--- src/rtl/qtable_updater.sv ---
// qtable_updater: one Q-learning read-modify-write per start on the Q-table RAM
module qtable_updater #(
  parameter int WORD_WIDTH  = 16,
  parameter int MEM_DEPTH   = 1024,
  parameter int ALPHA_SHIFT = 2,
  parameter int GAMMA_SHIFT = 1,
  parameter int INVALID_HOP = 100
) (
  input  logic                  clock,
  input  logic                  reset,
  input  logic                  start,
  input  logic [WORD_WIDTH-1:0] _neighborID,
  input  logic [WORD_WIDTH-1:0] _reward,
  input  logic [WORD_WIDTH-1:0] _bestvalue,
  output logic [WORD_WIDTH-1:0] address,
  output logic                  mem_rd,
  input  logic [WORD_WIDTH-1:0] data_in,
  output logic [WORD_WIDTH-1:0] data_out,
  output logic                  mem_we,
  output logic                  busy,
  output logic                  done,
  output logic                  error,
  output logic [WORD_WIDTH-1:0] lasthop,
  output logic [WORD_WIDTH-1:0] q_new
);
  typedef enum logic [2:0] {IDLE, READ, WAIT, CALC, WRITE, DONE} state_t;
  state_t state;
  logic [WORD_WIDTH-1:0] id, reward, best, q_old, target, result;
  logic [WORD_WIDTH:0] target_raw;
  logic bad, req_bad;
  assign req_bad = (_neighborID == WORD_WIDTH'(INVALID_HOP)) || (32'(_neighborID) >= MEM_DEPTH);
  assign target_raw = {1'b0, reward} + {1'b0, best >> GAMMA_SHIFT};
  assign target = target_raw[WORD_WIDTH] ? '1 : target_raw[WORD_WIDTH-1:0];
  // Branch on sign so the shifted difference never wraps
  assign result = (target >= q_old) ? q_old + ((target - q_old) >> ALPHA_SHIFT)
                                    : q_old - ((q_old - target) >> ALPHA_SHIFT);
  assign busy = state != IDLE;
  always_ff @(posedge clock or posedge reset) begin
    if (reset) begin
      state    <= IDLE;
      id       <= '0;
      reward   <= '0;
      best     <= '0;
      q_old    <= '0;
      bad      <= 1'b0;
      address  <= '0;
      data_out <= '0;
      q_new    <= '0;
      lasthop  <= WORD_WIDTH'(INVALID_HOP);
      mem_rd   <= 1'b0;
      mem_we   <= 1'b0;
      done     <= 1'b0;
      error    <= 1'b0;
    end else begin
      case (state)
        IDLE: if (start) begin
          id     <= _neighborID;
          reward <= _reward;
          best   <= _bestvalue;
          bad    <= req_bad;
          mem_rd <= !req_bad;
          if (!req_bad) address <= _neighborID;
          state  <= READ;
        end
        READ: begin
          mem_rd <= 1'b0;
          done   <= bad;
          error  <= bad ? 1'b1 : error;
          state  <= bad ? DONE : WAIT;
        end
        WAIT: begin
          q_old <= data_in;
          state <= CALC;
        end
        CALC: begin
          data_out <= result;
          mem_we   <= 1'b1;
          state    <= WRITE;
        end
        WRITE: begin
          mem_we  <= 1'b0;
          q_new   <= data_out;
          lasthop <= id;
          done    <= 1'b1;
          error   <= 1'b0;
          state   <= DONE;
        end
        default: begin
          done  <= 1'b0;
          state <= IDLE;
        end
      endcase
    end
  end
endmodule
--- config.mk ---
export PLATFORM = sky130hd
export DESIGN_NAME = qtable_updater
export DESIGN_NICKNAME = d
export VERILOG_FILES = /design/src/rtl/qtable_updater.sv
export SDC_FILE = /design/constraint.sdc
export NUM_CORES = 1
export LEC_CHECK = 0
export CAP_MARGIN = 20
export CELL_PAD_IN_SITES_DETAIL_PLACEMENT = 1
export CELL_PAD_IN_SITES_GLOBAL_PLACEMENT = 1
export CORE_UTILIZATION = 45
export DETAILED_ROUTE_END_ITERATION = 8
export GPL_TIMING_DRIVEN = 0
export HOLD_SLACK_MARGIN = 0.08
export PLACE_DENSITY = 0.83
export SETUP_SLACK_MARGIN = 0.2
export SYNTH_ARGS = -nofsm -noshare
export SYNTH_HDL_FRONTEND = slang
export SYNTH_SLANG_ARGS = --single-unit
--- constraint.sdc ---
create_clock -name clock -period 12.57 [get_ports clock]
set_clock_uncertainty 0.2 [all_clocks]
set_input_delay 2.514 -clock clock [delete_from_list [all_inputs] [get_ports clock]]
set_output_delay 2.514 -clock clock [all_outputs]
set_load 0.05 [all_outputs]
==> results of run 1 <==
-- cells in the mapped netlist, types with 3 or more instances --
| cell | instances | area share, % |
|---|---|---|
| inv_1 | 42 | 1.9 |
| dfstp_2 | 3 | 0.95 |
| ha_1 | 64 | 9.7 |
| dfrtp_1 | 132 | 40 |
| a21oi_1 | 37 | 2.2 |
| nand4b_1 | 3 | 0.32 |
| nand4_1 | 7 | 0.53 |
| nand2b_1 | 10 | 0.75 |
| a31oi_1 | 6 | 0.45 |
| xor2_1 | 20 | 2.1 |
| o21a_1 | 10 | 0.91 |
| nor2b_1 | 14 | 1.1 |
| mux2i_1 | 6 | 0.72 |
| mux2_2 | 89 | 12 |
| o31ai_1 | 8 | 0.72 |
| and2_1 | 9 | 0.68 |
| nor4_1 | 4 | 0.30 |
| xnor2_1 | 28 | 3.0 |
| a21o_1 | 14 | 1.3 |
| nor2_1 | 61 | 2.8 |
| nand3_1 | 8 | 0.48 |
| o21ai_0 | 70 | 4.2 |
| nor3_1 | 14 | 0.85 |
| a21boi_0 | 4 | 0.36 |
| and3_1 | 3 | 0.23 |
| clkbuf_1 | 31 | 1.4 |
| nand2_1 | 69 | 3.1 |
| or3_1 | 7 | 0.53 |
| or2_2 | 10 | 0.75 |
| a211oi_1 | 5 | 0.45 |
-- flip-flops by register name, summed over array words and instances, names as in the netlist, 3 cells and up --
signal    count
id           16
data_out     16
reward       16
best         15
state         3
address      16
q_old        16
lasthop      16
q_new        16
-- worst max-delay path by stage --
stage                          endpoint  slack [ns]             startpoint  cells after the start
2_1_floorplan  data_out[15]$_DFFE_PP0N_        4.34  reward[0]$_DFFE_PP0P_                     36
3_5_place_dp   data_out[15]$_DFFE_PP0N_        2.84  reward[0]$_DFFE_PP0P_                     37
6_report       data_out[15]$_DFFE_PP0N_        2.61  reward[0]$_DFFE_PP0P_                     36
3_3_place_gp   data_out[15]$_DFFE_PP0N_        2.93  reward[0]$_DFFE_PP0P_                     36
4_1_cts        data_out[15]$_DFFE_PP0N_        2.65  reward[0]$_DFFE_PP0P_                     36
5_1_grt        data_out[15]$_DFFE_PP0N_        2.00  reward[0]$_DFFE_PP0P_                     36
-- final cells by class --
type / instances / area (um2)
buffer: 34 / 136
sequential: 135 / 3380
clock inverter: 15 / 156
inverter: 42 / 163
timing repair buffer: 135 / 1370
tap: 229 / 287
fill: 2003 / 7490
clock buffer: 17 / 425
multi-input combinational: 621 / 4610
-- through the flow --
stage | std cells | setup WS [ns] | utilization (%) | area, um2
6_report | 1228 | 2.61 | 58.4 | 10500
5_1_grt | 1228 | 2.00 | 58.4 | 10500
4_1_cts | 1228 | 2.65 | 58.4 | 10500
3_5_place_dp | 1196 | 2.84 | 55.2 | 9950
3_3_place_gp | 1195 | 2.93 | 55.0 | 9920
2_1_floorplan | 832 | 4.34 | - | 8290
-- worst register-to-register path: cells and delay by family (launching register included) --
kind / cells / cell delay, ns
adders and majority gates: 4 / 1.32
and+or+nand+nor: 6 / 0.71
DFF: 1 / 0.39
AOI/OAI and AO/OA: 19 / 5.16
xor gates and xnor gates: 2 / 0.40
buffers and inverters: 3 / 1.14
muxes: 2 / 0.54
-- logic make-up (layout without fill, tap and decap cells) --
family / after synthesis / count (layout) / synth area share [%]
AOI/OAI and AO/OA: 181 / 181 / 13.6
buffers and inverters: 76 / 243 / 3.55
xor gates and xnor gates: 49 / 49 / 5.34
and+or+nand+nor: 230 / 230 / 13.7
DFF: 135 / 135 / 40.8
muxes: 95 / 95 / 12.8
adders and majority gates: 66 / 66 / 10.1
-- metal layers --
layer / up-vias / wire length (um) / global-route usage, % / part of all wire, %
met3: 30 / 695 / 4.75 / 3.0
met1: 3362 / 10300 / 33.2 / 45
met4: 0 / 456 / 8.70 / 2.0
met2: 125 / 11300 / 43.8 / 50
met5: - / 0 / 0 / 0
li1: 3240 / - / - / -
==> metrics.txt, run 1 <==
I/O pin count approximately 140; reg2reg start reward[0]$_DFFE_PP0P_; vias in the first global route between 7,000 and 8,000; nets 1,119; layout cells sized above 1 14.6%; WHS about 0.3 ns; CP Max Fanout 10; outcome finished, final reports clean; Mapped Area roughly 0.0083 mm2; Clock Sink Count 135; fin crit share roughly four fifths; Worst Hold Depth 1; Crit path required time approximately 13 ns; antenna violations before repair 0; die height ~140 um; # resized after CTS 0; syn_nets between 900 and 1,000; CTS Hold Buffers Added 0; max incr delay on CP roughly 0.7 ns; EDFF count, synth 0; PortBufs approximately 130; Worst Setup Start Kind flop; Final min period 9.96 ns; Total Routing Usage GR roughly a quarter; cells after synthesis about 830; top_reg_cell synth dfrtp_1; relative slew slack roughly 46%; RR Endpoint data_out[15]$_DFFE_PP0N_; crit path DAT ~10 ns; slowest CP cell a2111oi_0; asr flop ratio synth 100%; most common cell after layout, fill and taps aside clkdlybuf4s50_1; Routed Antenna Nets 0; Worst Setup End Kind flop; HP Class flop to flop; Warnings, synthesis 0; via count about 6,800; Reg clk slew, reported paths about 0.07 ns; # rows slightly below 50; cts bufs inserted 17; most frequent cells in the layout clkdlybuf4s50_1 (134), dfrtp_1 (132), mux2_2 (89), o21ai_0 (70), nand2_1 (69); worst reg2reg setup slack roughly 2.6 ns; Post-Route Setup TNS 0 ns; drc violations 0; drt pass-1 iters 4; worst skew pair latency between 0.4 and 0.5 ns; wirelength, routed 22.8 mm; pin count of the biggest net entering global routing 90; critical path's top delay family compound AO/OA/AOI/OAI gates; CTS tree built; Fmax between 100 and 150 MHz; n_diodes 0; Die Wd between 100 and 150 um; global route total overflow 0; Via density ~5.5; sink of the worst hold path address[11]$_DFFE_PP0P_; setup violators final 0; gp weighted congestion between 0.8 and 0.9; Starting DRT DRC Count ~200; routed len/inst approximately 19 um; H-tree levels 4; Max-cap violations 0; Pins Over Slew Limit 0; Worst Max-Slew Pin Slew 0.784 ns; CORE AREA between 0.015 and 0.02 mm2; RSZ-0062 raised after global routing false; Area Overhead vs Synth 27.1%; register bit total from synthesis about 140; Hold Vio Cnt, Final 0; first-pass GRT wire length between 30 and 40 mm; DP HPWL between 15 and 20 mm; WP buf/inv 3; post-synthesis sequential area ratio around 40%; worst hold start address[11]$_DFFE_PP0P_; post-CTS setup buffer count 0; CTS root buffer clkbuf_16; CTS max path bufs 2; Yosys cell types 66; reg2reg path depth 36; die area 0.0190 mm2; Syn Area/Cell 9.96 um2; worst setup path class flop to flop; Starting Density around 46%
Power of run 1 is not shown: default switching activity piles up to over one toggle a cycle in this logic, so the estimate is an artifact.
==> inputs of run 2 (changes only) <==
CORE_UTILIZATION = 42   (was 45)
PLACE_DENSITY = 0.78   (was 0.83)
clock period = 9.9 ns   (was 12.57 ns; I/O delays follow)
==> run 2 against run 1 <==
Compared with the run above:
- fmax grew 9.1%
- setup slack lost 1.8 ns
- highest routed layer unchanged
- wire length shrank 1.9%
- die area grew 7.0%
- critical path depth grew 1
- register-to-register slack lost 1.8 ns
- sequential cell count is the same
- cell area grew 1.4%
- first-iteration DRC count shrank 5.1%
- final cell count grew 3.0%
- hold slack lost 0.0012 ns
- global-route usage shrank 2.5 points
==> metrics.txt, run 2 (same netlist as run 1, synthesis figures left out) <==
Reg clk slew, reported paths ~0.07 ns; outcome finished, final reports clean; Final min period about 9 ns; Cells after DPL 1,232; antenna violations before repair 0; cts bufs inserted 17; most frequent CP cell o21ai_0; routed len/inst between 15 and 20 um; die height 142 um; CTS tree built; Worst Setup End Kind flop; worst skew pair latency roughly 0.43 ns; Die Wd approximately 140 um; CORE AREA about 0.019 mm2; wirelength, routed ~22 mm; Fmax roughly 110 MHz; Pins Over Slew Limit 0; Max-cap violations 0; CTS max path bufs 2; max incr delay on CP approximately 0.55 ns; Worst Setup Start Kind flop; worst setup path class flop to flop; fin crit share about 92%; die area 0.0203 mm2; layout cells sized above 1 between 15 and 20%; first-pass GRT wire length approximately 37 mm; Routed Antenna Nets 0; CTS Hold Buffers Added 0; pin count of the biggest net entering global routing between 90 and 100; Hold Vio Cnt, Final 0; CTS root buffer clkbuf_16; via count about 6,600; slowest CP cell o41a_1; final instance count without filler cells 1,265; Worst Max-Slew Pin Slew between 0.8 and 0.9 ns; drt pass-1 iters 4; global route total overflow 0; setup violators final 0; n_diodes 0; drc violations 0; H-tree levels 4; Starting DRT DRC Count 188; Starting Density 42.7%; relative slew slack between 40 and 50%; vias in the first global route approximately 7,100; most frequent cells in the layout clkdlybuf4s50_1 (134), dfrtp_1 (132), mux2_2 (89), o21ai_0 (70), nand2_1 (69); # rows 51; most common cell after layout, fill and taps aside clkdlybuf4s50_1; RSZ-0062 raised after global routing false; DP HPWL 16.8 mm; CP Max Fanout 10; Area Overhead vs Synth 28.8%; Total Routing Usage GR a little under a quarter; Crit path required time 10.02 ns; PortBufs 134; gp weighted congestion approximately 0.8; crit path DAT ~9.3 ns; nets around 1,100; Post-Route Setup TNS 0 ns; I/O pin count around 140; HP Class flop to flop; Clock Sink Count around 140; critical path's top delay family compound AO/OA/AOI/OAI gates; WP buf/inv 3; Via density roughly 5.3
run 2: cell types whose count changed in the layout (fill, tap and decap cells not counted), sizes merged:
cell and delta:
buf +3, clkinv -3, clkinvlp -1, inv +1, bufinv +3, clkbuf -2
run 2: metrics by stage:
| step | area (um2) | utilization [%] | setup WS [ns] | hold WS (ns) |
|---|---|---|---|---|
| 6_report | 10700 | 55.0 | 0.771 | 0.291 |
| 4_1_cts | 10600 | 54.8 | 0.206 | 0.294 |
| 3_5_place_dp | 9990 | 51.5 | 0.0357 | 0.271 |
| 5_1_grt | 10700 | 55.0 | 0.267 | 0.307 |
| 2_1_floorplan | 8290 | - | 1.67 | 0.275 |
| 3_3_place_gp | 9960 | 51.3 | 0.230 | 0.265 |
run 2: timing repair:
action                                  4_1_cts  5_1_grt
endpoints found under the setup margin        1        8
gates resized for setup                       3       16
setup buffers                                 0        1
pin swaps                                     0        1
run 2: area by class of cell:
class                      count  area [um2]
inverter                      42         163
timing repair buffer         136        1380
clock buffer                  17         425
clock inverter                15         203
buffer                        34         143
multi-input combinational    621        4650
tap                          265         332
sequential                   135        3380
fill                        2213        8730
run 2: final timing paths:
path | from | endpoint | cells past startpoint | slack (ns)
max | reward[0]$_DFFE_PP0P_ | data_out[15]$_DFFE_PP0N_ | 37 | 0.77
min | address[11]$_DFFE_PP0P_ | address[11]$_DFFE_PP0P_ | 1 | 0.29
max reg2reg | reward[0]$_DFFE_PP0P_ | data_out[15]$_DFFE_PP0N_ | 37 | 0.77
min reg2reg | address[11]$_DFFE_PP0P_ | address[11]$_DFFE_PP0P_ | 1 | 0.29
max in group asynchronous | reset | best[2]$_DFFE_PP0P_ | 3 | 6.96
min in group asynchronous | reset | done$_DFFE_PP0N_ | 2 | 1.72
run 2: worst reg2reg max path: cells and delay by family (launching register included):
kind            cells  cell delay, ns
fa+ha+maj           4            1.25
compound gates     21            4.97
flops               1            0.39
xor+xnor            2            0.41
mux                 1            0.27
buf+inv             3            0.70
simple gates        6            0.84
run 2: routing by layer:
layer  track usage [%]  up-vias  part of all wire (%)
li1                  -     3232                     -
met1              30.7     3258                    47
met2              38.2      123                    48
met3              4.71       34                   3.3
met4              8.15        0                   2.3
met5                 0        -                     0
Power of run 2 is left out for the same reason.
==> inputs of run 3 (changes only) <==
CORE_UTILIZATION = 38   (was 42)
PLACE_DENSITY = 0.74   (was 0.78)
clock period = 7.8 ns   (was 9.9 ns; I/O delays follow)
==> run 3 against run 2 <==
Compared with the run above:
- fmax up 18%
- cell area up 9.5%
- core utilization about the same
- register-to-register slack worse by 0.73 ns
- hold slack better by 0.011 ns
- final cell count up 6.4%
- wire length up 13%
- sequential cell count unchanged
- first-iteration DRC count up 35%
- global-route usage down 1.1 points
- die area up 10%
- critical path depth down 3
- largest cell class unchanged
==> metrics.txt, run 3 (same netlist as run 1, synthesis figures left out) <==
die area ~0.022 mm2; Cells after DPL between 1,000 and 1,500; drt pass-1 iters 4; Clock Sink Count about 140; setup violators final 0; n_diodes 0; cts bufs inserted 17; global route total overflow 0; CTS Hold Buffers Added 0; CTS tree built; I/O pin count around 140; Crit path required time a little under 8 ns; register area between 0.003 and 0.004 mm2; placed cell areas 0.0101 mm2; CP Max Fanout 7; max incr delay on CP ~0.45 ns; worst hold start address[10]$_DFFE_PP0P_; Pins Over Slew Limit 0; antenna violations before repair 0; outcome finished, final reports clean; Routed Antenna Nets 0; most frequent cells in the layout clkdlybuf4s50_1 (134), dfrtp_1 (132), mux2_2 (88), nand2_1 (68), buf_4 (61); Final min period just under 8 ns; multi-input logic area between 0.005 and 0.006 mm2; Starting Density around two fifths; design area 0.0117 mm2; worst setup path class flop to flop; reg2reg path depth 34; slowest CP cell o41a_1; routed len/inst 18.7 um; final instance count without filler cells 1,346; Starting DRT DRC Count 254; # rows 53; Fmax between 100 and 150 MHz; Worst Max-Slew Pin Slew just over 0.8 ns; worst skew pair latency between 0.4 and 0.5 ns; FILL cells approximately 2,300; PortBufs roughly 130; drc violations 0; most frequent CP cell a21o_1; HP Class flop to flop; CTS max path bufs 2; wirelength, routed 25.2 mm; via count just over 7,000; Via density roughly 5.3; Die Wd about 150 um; die height around 150 um; gp weighted congestion between 0.8 and 0.9; RSZ-0062 raised after global routing true; crit path DAT 7.87 ns; relative slew slack 44.9%; Worst Setup End Kind flop; CTS root buffer clkbuf_16; vias in the first global route approximately 7,300; worst reg2reg setup slack around 0.038 ns; Area Overhead vs Synth 41.0%; nets 1,191; Max-cap violations 0; first-pass GRT wire length between 30 and 40 mm; fin crit share 99.5%; pin count of the biggest net entering global routing between 70 and 80; CP startpoint reward[0]$_DFFE_PP0P_; layout cells sized above 1 between 20% and 30%; Hold Vio Cnt, Final 0; Worst Hold Depth 1; DP HPWL around 17 mm; CORE AREA roughly 0.021 mm2; H-tree levels 4; Worst Setup Start Kind flop; most common cell after layout, fill and taps aside clkdlybuf4s50_1; Total Routing Usage GR 22.3%; Reg clk slew, reported paths 0.07 ns; reg2reg start reward[0]$_DFFE_PP0P_
[run 3: final timing paths]
check,end
setup reg to reg,data_out[15]$_DFFE_PP0N_
max in group asynchronous,lasthop[2]$_DFFE_PP1P_
hold / removal,address[10]$_DFFE_PP0P_
setup / recovery,data_out[15]$_DFFE_PP0N_
min in group asynchronous,address[11]$_DFFE_PP0P_
hold reg to reg,address[10]$_DFFE_PP0P_
[run 3: area by class of cell]
class	instances	area share, %
timing repair buffer	207	16.8
inverter	42	1.39
sequential	135	28.9
tap	275	2.94
buffer	34	2.08
multi-input combinational	621	42.9
clock buffer	17	3.64
clock inverter	15	1.33
[run 3: routing by layer]
metal	routed length, um	vias to the layer above	GRT usage [%]
li1	-	3386	-
met2	12500	166	37.2
met1	11500	3527	29.4
met4	479	0	7.88
met5	0	-	0
met3	732	41	3.05
[run 3: what timing repair did]
action,in CTS,in global routing
setup endpoints to repair,12,10
gates resized for setup,70,60
pin swaps,44,54
cloned,1,0
buffers inserted,49,22
[run 3: stage by stage]
stage	setup TNS (ns)	util [%]	setup slack [ns]	hold slack, ns
after global routing	-0.655	55.1	-0.244	0.314
after CTS	0	53.4	0.0496	0.297
final	0	55.1	0.0380	0.302
after detailed placement	-6.50	47.4	-1.05	0.273
after floorplan	0	-	0.201	0.275
after global placement	-5.53	47.3	-0.992	0.267
[run 3: critical path, delay by kind of cell, from the launching register on]
kind	cells	cell delay, ns
fa+ha+maj	4	1.07
compound gates	19	3.87
buf+inv	2	0.37
flops	1	0.41
mux	2	0.45
xor+xnor	2	0.39
simple gates	5	0.85
Power of run 3 is left out for the same reason.
